[config.mk]
export PLATFORM = sky130hd
export DESIGN_NAME = i2s_clkgen
export DESIGN_NICKNAME = d
export VERILOG_FILES = /design/src/rtl/i2s_clkgen.sv
export SDC_FILE = /design/constraint.sdc
export NUM_CORES = 1
export LEC_CHECK = 0
export CAP_MARGIN = 40
export CORE_MARGIN = 4
export CORE_UTILIZATION = 51
export CTS_CLUSTER_DIAMETER = 80
export DETAILED_ROUTE_END_ITERATION = 10
export GPL_ROUTABILITY_DRIVEN = 0
export PLACE_DENSITY = 0.8
export SETUP_SLACK_MARGIN = 0.02
export SLEW_MARGIN = 25
export SYNTH_ARGS = -nofsm -noshare
export SYNTH_HDL_FRONTEND = slang
export SYNTH_SLANG_ARGS = --single-unit
[constraint.sdc]
create_clock -name clk_i -period 1.8 [get_ports clk_i]
set_input_delay 0.18 -clock clk_i [delete_from_list [all_inputs] [get_ports clk_i]]
set_output_delay 0.18 -clock clk_i [all_outputs]
set_load 0.03 [all_outputs]
[src/rtl/i2s_clkgen.sv]
// ---------------------------------------------------------------------------
// i2s_clkgen
// Master-mode I2S clock generator. Produces the serial clock (SCK), the word
// select (WS) and a once-per-stereo-frame pulse, with a clean stop that always
// completes the frame in progress.
//
// Ports:
//   clk_i      system clock, all logic on its rising edge
//   rst_n_i    asynchronous active-low reset
//   en_i       run request; dropping it stops at the next frame boundary
//   div_i      SCK half-period minus one, in clk_i cycles
//   chl_i      channel length code, L = 8*(chl_i+1) SCK periods per channel
//   fmt_i      WS format: 00 I2S, 01 left-justified, 10 PCM short sync, 11 as 00
//   i2s_sck_o  generated serial clock
//   i2s_ws_o   generated word select
//   busy_o     high whenever the generator is not idle
//   frame_o    one-cycle pulse at the end of every complete stereo frame
// ---------------------------------------------------------------------------
module i2s_clkgen #(
  parameter int DIV_WIDTH = 16
) (
  input  logic                 clk_i,
  input  logic                 rst_n_i,
  input  logic                 en_i,
  input  logic [DIV_WIDTH-1:0] div_i,
  input  logic [1:0]           chl_i,
  input  logic [1:0]           fmt_i,
  output logic                 i2s_sck_o,
  output logic                 i2s_ws_o,
  output logic                 busy_o,
  output logic                 frame_o
);

  typedef enum logic [1:0] {
    IDLE = 2'd0,
    RUN  = 2'd1,
    STOP = 2'd2
  } state_t;

  state_t state_q, state_d;

  // Configuration captured on the IDLE->RUN transition only
  logic [DIV_WIDTH-1:0] div_q;
  logic [1:0]           chl_q;
  logic [1:0]           fmt_q;

  logic [DIV_WIDTH-1:0] div_cnt_q;
  logic [4:0]           bit_cnt_q;
  logic                 chan_q;
  logic                 sck_q;
  logic                 ws_q;
  logic                 busy_q;
  logic                 frame_q;

  logic half_tick;
  logic fall_tick;
  logic bit_last;
  logic frame_end;

  // WS level for a given channel/bit position under a given format
  function automatic logic ws_value(input logic [1:0] fmt, input logic chan,
                                    input logic bit_zero);
    case (fmt)
      2'b01:   ws_value = ~chan;
      2'b10:   ws_value = ~chan & bit_zero;
      default: ws_value = chan;
    endcase
  endfunction

  // L-1 = 8*(chl+1)-1, which is simply {chl, 3'b111}
  assign half_tick = (div_cnt_q == div_q);
  assign fall_tick = half_tick & sck_q;
  assign bit_last  = (bit_cnt_q == {chl_q, 3'b111});
  assign frame_end = fall_tick & bit_last & chan_q;

  // State register
  always_ff @(posedge clk_i or negedge rst_n_i) begin
    if (!rst_n_i) begin
      state_q <= IDLE;
    end else begin
      state_q <= state_d;
    end
  end

  // Next-state logic. A stop is only honoured at the frame end, and only if
  // the run request is still low then, so a short en_i dip is invisible.
  always_comb begin
    state_d = state_q;
    case (state_q)
      IDLE: begin
        if (en_i) state_d = RUN;
      end
      RUN: begin
        if (frame_end && !en_i) state_d = IDLE;
        else if (!en_i)         state_d = STOP;
      end
      STOP: begin
        if (frame_end && !en_i) state_d = IDLE;
        else if (en_i)          state_d = RUN;
      end
      default: state_d = IDLE;
    endcase
  end

  // Datapath. Every counter wraps to zero exactly at the frame end, so the
  // return to IDLE leaves SCK low and the counters already cleared.
  always_ff @(posedge clk_i or negedge rst_n_i) begin
    if (!rst_n_i) begin
      div_q     <= '0;
      chl_q     <= 2'b00;
      fmt_q     <= 2'b00;
      div_cnt_q <= '0;
      bit_cnt_q <= 5'd0;
      chan_q    <= 1'b0;
      sck_q     <= 1'b0;
      ws_q      <= 1'b0;
      busy_q    <= 1'b0;
      frame_q   <= 1'b0;
    end else begin
      busy_q  <= (state_d != IDLE);
      frame_q <= frame_end;
      if (state_q == IDLE) begin
        if (en_i) begin
          div_q     <= div_i;
          chl_q     <= chl_i;
          fmt_q     <= fmt_i;
          div_cnt_q <= '0;
          bit_cnt_q <= 5'd0;
          chan_q    <= 1'b0;
          sck_q     <= 1'b0;
          ws_q      <= ws_value(fmt_i, 1'b0, 1'b1);
        end
      end else if (half_tick) begin
        div_cnt_q <= '0;
        sck_q     <= ~sck_q;
        if (sck_q) begin
          if (bit_last) begin
            bit_cnt_q <= 5'd0;
            chan_q    <= ~chan_q;
            ws_q      <= ws_value(fmt_q, ~chan_q, 1'b1);
          end else begin
            bit_cnt_q <= bit_cnt_q + 5'd1;
            ws_q      <= ws_value(fmt_q, chan_q, 1'b0);
          end
        end
      end else begin
        div_cnt_q <= div_cnt_q + DIV_WIDTH'(1);
      end
    end
  end

  assign i2s_sck_o = sck_q;
  assign i2s_ws_o  = ws_q;
  assign busy_o    = busy_q;
  assign frame_o   = frame_q;

endmodule

### Word-level counts from Yosys, hierarchy flattened

Cells that the tools add are included.

| operators by class | value |
|---|---|
| add/subtract/negate cells | 2 |
| equality and inequality tests | 9 |
| mux-type cells | 28 |
| bitwise logic cells | 5 |
| reduce and logical (&&, ||, !) cells | 13 |

Operators with widths:

| cell | number |
|---|---|
| two-way mux 16 bit | 3 |
| two-way mux 5 bit | 5 |
| adder 16 x 1 -> 16 bit (second input constant) | 1 |
| equality test 16 bit | 1 |
| two-way mux 1 bit | 14 |
| two-way mux 2 bit | 4 |
| nonzero test 2 bit | 4 |
| equality test 2 x 1 -> 1 bit (second input constant) | 3 |
| equality test 2 bit (second input constant) | 3 |
| case mux 2 bit (3 select lines) | 1 |
| adder 5 x 1 -> 5 bit (second input constant) | 1 |
| equality test 5 bit | 1 |
| AND reduction 2 bit | 2 |
| AND reduction 4 bit | 1 |
| OR reduction 2 bit | 2 |
| bitwise AND 1 bit | 3 |
| AND reduction 3 bit | 1 |
| logical NOT 2 bit | 1 |
| != test 2 bit (second input constant) | 1 |
| inverter 1 bit | 2 |
| case mux 1 bit (2 select lines) | 1 |
| logical AND 1 bit | 1 |
| logical NOT 1 bit | 1 |

| storage, ports and cells | value |
|---|---|
| flip-flop bits (word level) | 48 |
| output and inout bits | 4 |
| logic and storage cells | 68 |

### Depth between registers and ports, before layout

| logic depth | value |
|---|---|
| depth after elaboration | 8 |
| mapped depth | 7 |

### Worst setup path before layout

OpenSTA, ideal clock, no wires.

| timing path | value |
|---|---|
| path type | reg2reg |
| from | register div_cnt_q[0] |
| to | register div_cnt_q[15] |
| data arrival time | 1.738 ns |
| data required time | 1.676 ns |
| setup slack | -0.062 ns |
| stages on the path, launching flop included | 6 |
| period minus slack after synthesis | 1.862 ns |
| cells stage by stage | dfrtp_1 and4_4 nand4_4 or4_4 and4b_1 a211o_1 |

| on the way | value |
|---|---|
| word-level cells in the longest chain between the ends | 3 |

Ends and longest elaborated chain:

| item | RTL line | text |
|---|---|---|
| start: declaration | 47 | `logic [DIV_WIDTH-1:0] div_cnt_q;` |
| start signal: assignment | 147 | `div_cnt_q <= div_cnt_q + DIV_WIDTH'(1);` |
| adder 16 x 1 -> 16 bit / equality test 16 bit (equally long branches) | 147, 71 |  |
| two-way mux 16 bit (*) | 133 | `end else if (half_tick) begin` |
| two-way mux 16 bit (*) | 122 | `if (state_q == IDLE) begin` |

Mark *: on every way between the ends. The rest lies on a longest branch, timed or not.
A chain may end at the register's enable or synchronous reset.

### Worst setup path in the final report

| timing path | value |
|---|---|
| from | register div_cnt_q[13] |
| to | register bit_cnt_q[4] |

| on the way | value |
|---|---|
| word-level cells in the longest chain between the ends | 3 |

Ends and longest elaborated chain:

| item | RTL line | text |
|---|---|---|
| equality test 16 bit | 71 | `assign half_tick = (div_cnt_q == div_q);` |
| nonzero test 2 bit (no line) | - |  |
| AND reduction 3 bit (no line) | - |  |
| end signal: assignment | 142 | `bit_cnt_q <= bit_cnt_q + 5'd1;` |
| end: declaration | 48 | `logic [4:0] bit_cnt_q;` |

No other way between the ends.

==> impl.org <==
** Die
- In this run the horizontal extent of the chip is 79.32 µm.
- Die extent in y :: 79.32 µm
- After floorplanning, the core was sized to cover 4817 µm².
- Die Outline Area :: 6291 µm²
- During I/O placement, the number of pins put on the boundary was 27.
- The initial utilization of the core area, before any placement, comes to 53.84%.
- In this run the core area contains 25 standard-cell rows.

** Pwr
- In this run the static leakage power is 1.457 nW.
- Power per standard cell area :: 825.5 nW/µm²
- VDD sags by at most 530.9 µV.

** Drt
- In the final routed layout, each cell accounts on average for 17.81 µm.
- The highest layer touched by signal routing is met4.
- Using the TritonRoute via totals, the vias-per-cell ratio works out to 5.954.
- For this run, design rule violations remaining after detail routing come to 0.
- Routed wire length on met3 :: 268 µm
- Summing over every cut layer, the via total after detailed routing is 2185.
- The detailed router finished its first iteration with 213 violations.
- The pre-antenna-repair detailed-routing pass consisted of 4 iterations.
- After detailed routing, the wire length on met1 is 2767 µm.
- The routed design uses 3324 µm of met2 wire.
- Total Wirelength :: 6535 µm
- In this run the remaining antenna-violating nets after routing total 0.

** Yosys
- Number of distinct library cell variants in the gate-level netlist after synthesis :: 54
- Area of the mapped netlist :: 2594 µm²
- Sequential-to-total area share from yosys stat :: 46.31%
- Synthesis produced a netlist whose cell count is 237.
- Counting flops and latches in the post-synthesis netlist gives 48.
- Most common flop cell mapped by yosys :: sky130_fd_sc_hd__dfrtp_1
- Mapped Nets :: 263
- Number of warnings issued by yosys :: 0
- After synthesis, the mean cell area works out to 10.94 µm².
- Fraction of registers with async set or reset after synthesis :: 100.0%
- Number of synthesized flops with an enable pin :: 0

** Placed design
- Post-place instance area :: 3124 µm²
- Pre-CTS WS :: -97.64 ps
- After legalization and detailed placement, the total HPWL measured 4086 µm.
- The count of buffers added on input and output ports is 26.

** Global route
- Number of antenna violations at the first check in global routing :: 0
- Total GRT Usage :: 19.98%
- Largest net degree at the start of global routing :: 49
- Wire length of the first global-routing pass :: 9853 µm
- Vias in the first global route :: 2085
- Global-route congestion overflow total :: 0

** Cells and area
- Count of inserted antenna diode cells :: 0
- Most frequent cells in the layout :: sky130_fd_sc_hd__dfrtp_1 (48), sky130_fd_sc_hd__buf_4 (33), sky130_fd_sc_hd__clkdlybuf4s50_1 (25)
- Combined area of the multi-input logic cells :: 1460 µm²
- Post-Route Utilization :: 73.22%
- In the final layout, flip-flops and latches occupy 1201 µm².
- Final net count :: 325
- Once layout is done, the placed cells without fillers occupy 3527 µm².
- Layout area overhead :: 35.99%
- Fill cell instance count of the final layout :: 329
- The library cell used most frequently in the layout, excluding fill and tap cells, is sky130_fd_sc_hd__dfrtp_1.
- Fraction of final layout cells with drive strength greater than 1 :: 33.67%

** Timing
- Max-slew violation count :: 0
- Timing would allow up to 502.5 MHz.
- At the pin with the least slew margin, the transition time is 652.0 ps.
- Portion of the clock cycle consumed by the worst path in the final layout :: 110.5%
- Final Setup Violations :: 27
- Hold violation count in the final report :: 0
- RSZ-0062 raised after global routing :: true
- Worst rel slew slack :: 56.53%
- Clock Skews :: 10.46 ps
- After layout, the worst setup slack is -189.9 ps.
- Tmin final :: 1990 ps

** Clock network
- Clock tree from TritonCTS :: done
- The clock passes through at most 2 buffers.
- TritonCTS created 5 clock buffers.
- Num Clock Sinks :: 48
- Root cell of the clock tree :: sky130_fd_sc_hd__clkbuf_8
- Clk slew on worst S/H paths :: 90 ps
- CTS built an H-tree with a depth of 2.
- The clock reaches the later pin of the worst-skew pair after 300 ps.

** Run status
- The flow ran to the end, but the final reports show violations.
- The final reports fail on setup timing.

** Worst setup path
- Nature of the critical path startpoint :: flop
- STA puts the critical path data arrival time at 2170 ps.
- In this run the worst path has a maximum fanout of 6.
- STA puts the critical path data required time at 1980 ps.
- Crit end category :: flop
- Crit path largest cell delay :: 400 ps
- For this design, the slowest cell found on the critical path is sky130_fd_sc_hd__dfrtp_1.
- Traced cell by cell, the critical path runs through xnor2_1, nand4_1, nor4_4, buf_4, clkbuf_16, buf_6, a41o_1, o31ai_2.
- Worst setup path category :: flop to flop

** Job
- Max_cap viols :: 0

** Hold path
- The tightest min-delay check is of the input pin to flop type.
## cells by family after synthesis
logic type / Yosys count / synth area share, %
buffers and inverters: 17 / 3.714
XOR/XNOR: 22 / 7.429
multiplexers: 20 / 8.683
AO/OA/AOI/OAI: 43 / 13.12
flip-flops: 48 / 46.31
AND/OR/NAND/NOR: 84 / 19.29
adder cells (fa/ha/maj): 3 / 1.447
## per-layer routing
layer,vias to the layer above,global-route usage (%)
met5,-,0
li1,999,-
met3,20,3.401
met2,76,33.42
met1,1090,26.49
met4,0,6.186
## report_power, final
part | switching [mW] | total, mW | internal, mW
Sequential | 0.108 | 1.34 | 1.23
Clock | 0.358 | 0.770 | 0.413
Combinational | 0.379 | 0.800 | 0.420
## worst max-delay path, delay by kind of cell, from the launching register on
| family | cells | cell delay, ps |
|---|---|---|
| AND/OR/NAND/NOR | 2 | 580 |
| flip-flops | 1 | 400 |
| buffers and inverters | 3 | 450 |
| XOR/XNOR | 1 | 170 |
| AO/OA/AOI/OAI | 2 | 250 |
## worst paths after layout
check,slack (ps),start,endpoint,depth (start not counted)
max reg2reg,-190,div_cnt_q[13],bit_cnt_q[4],8
min in group asynchronous,510,rst_n_i,div_q[7],3
min reg2reg,520,fmt_q[0],fmt_q[0],1
max,-190,div_cnt_q[13],bit_cnt_q[4],8
max in group asynchronous,880,rst_n_i,chl_q[0],3
min,490,div_i[11],div_q[11],2
## cells in the mapped netlist (all sizes together), types with 2 or more instances
library cell,count,share of area (%)
inv,4,0.58
o21a,6,1.7
o311ai,6,2.0
xnor2,19,6.4
nand2,20,2.9
mux2,20,8.7
xor2,3,1.0
clkbuf,5,0.87
a31o,2,0.68
nand4,7,2.3
nor3,7,1.4
nand2b,2,0.48
nor2,9,1.3
o22a,2,0.68
or4,3,1.0
nor2b,2,0.48
dfrtp,48,46
and3,6,1.5
nand3,5,0.96
a31oi,3,0.72
and2,7,1.8
o21ai,4,0.77
a41oi,2,0.68
o31ai,4,1.2
ha,3,1.4
buf,8,2.3
a22o,6,2.0
nor4,5,1.8
nor3b,4,1.2
## flip-flops by register name, indices dropped and copies added (netlist names), 2 cells and up
register / cells
div_cnt_q: 16
fmt_q: 2
bit_cnt_q: 5
chl_q: 2
div_q: 16
state_q: 2
## what timing repair did
| action | 4_1_cts | 5_1_grt |
|---|---|---|
| setup endpoints to repair | 23 | 27 |
| hold buffers | 1 | 0 |
| buffers inserted | 3 | 3 |
| endpoints found under the hold margin | 38 | 0 |
| gates cloned | 2 | 1 |
| gates resized for setup | 12 | 28 |
| pin swaps | 14 | 17 |
## stage by stage
| step | TNS (ps) | hold WS (ps) | power, mW | instances |
|---|---|---|---|---|
| 2_1_floorplan | 0 | -115.6 | 1.803 | 237 |
| 3_3_place_gp | -412.2 | 310.7 | 2.049 | 350 |
| 5_1_grt | -5337 | 483.9 | 3.054 | 367 |
| 3_5_place_dp | -619.7 | 314.7 | 2.085 | 350 |
| 4_1_cts | -1231 | 484.9 | 2.886 | 364 |
| 6_report | -2964 | 487.0 | 2.911 | 367 |
## layout make-up
cell class / instances / share of cell area (%)
Clock buffer: 6 / 2.057
Tap cell: 67 / 2.377
Timing Repair Buffer: 68 / 18.69
Sequential cell: 48 / 34.05
Clock inverter: 2 / 0.9933
Multi-Input combinational cell: 172 / 41.40
Inverter: 4 / 0.4257
Note: power is estimated with default switching activity, not from simulation.
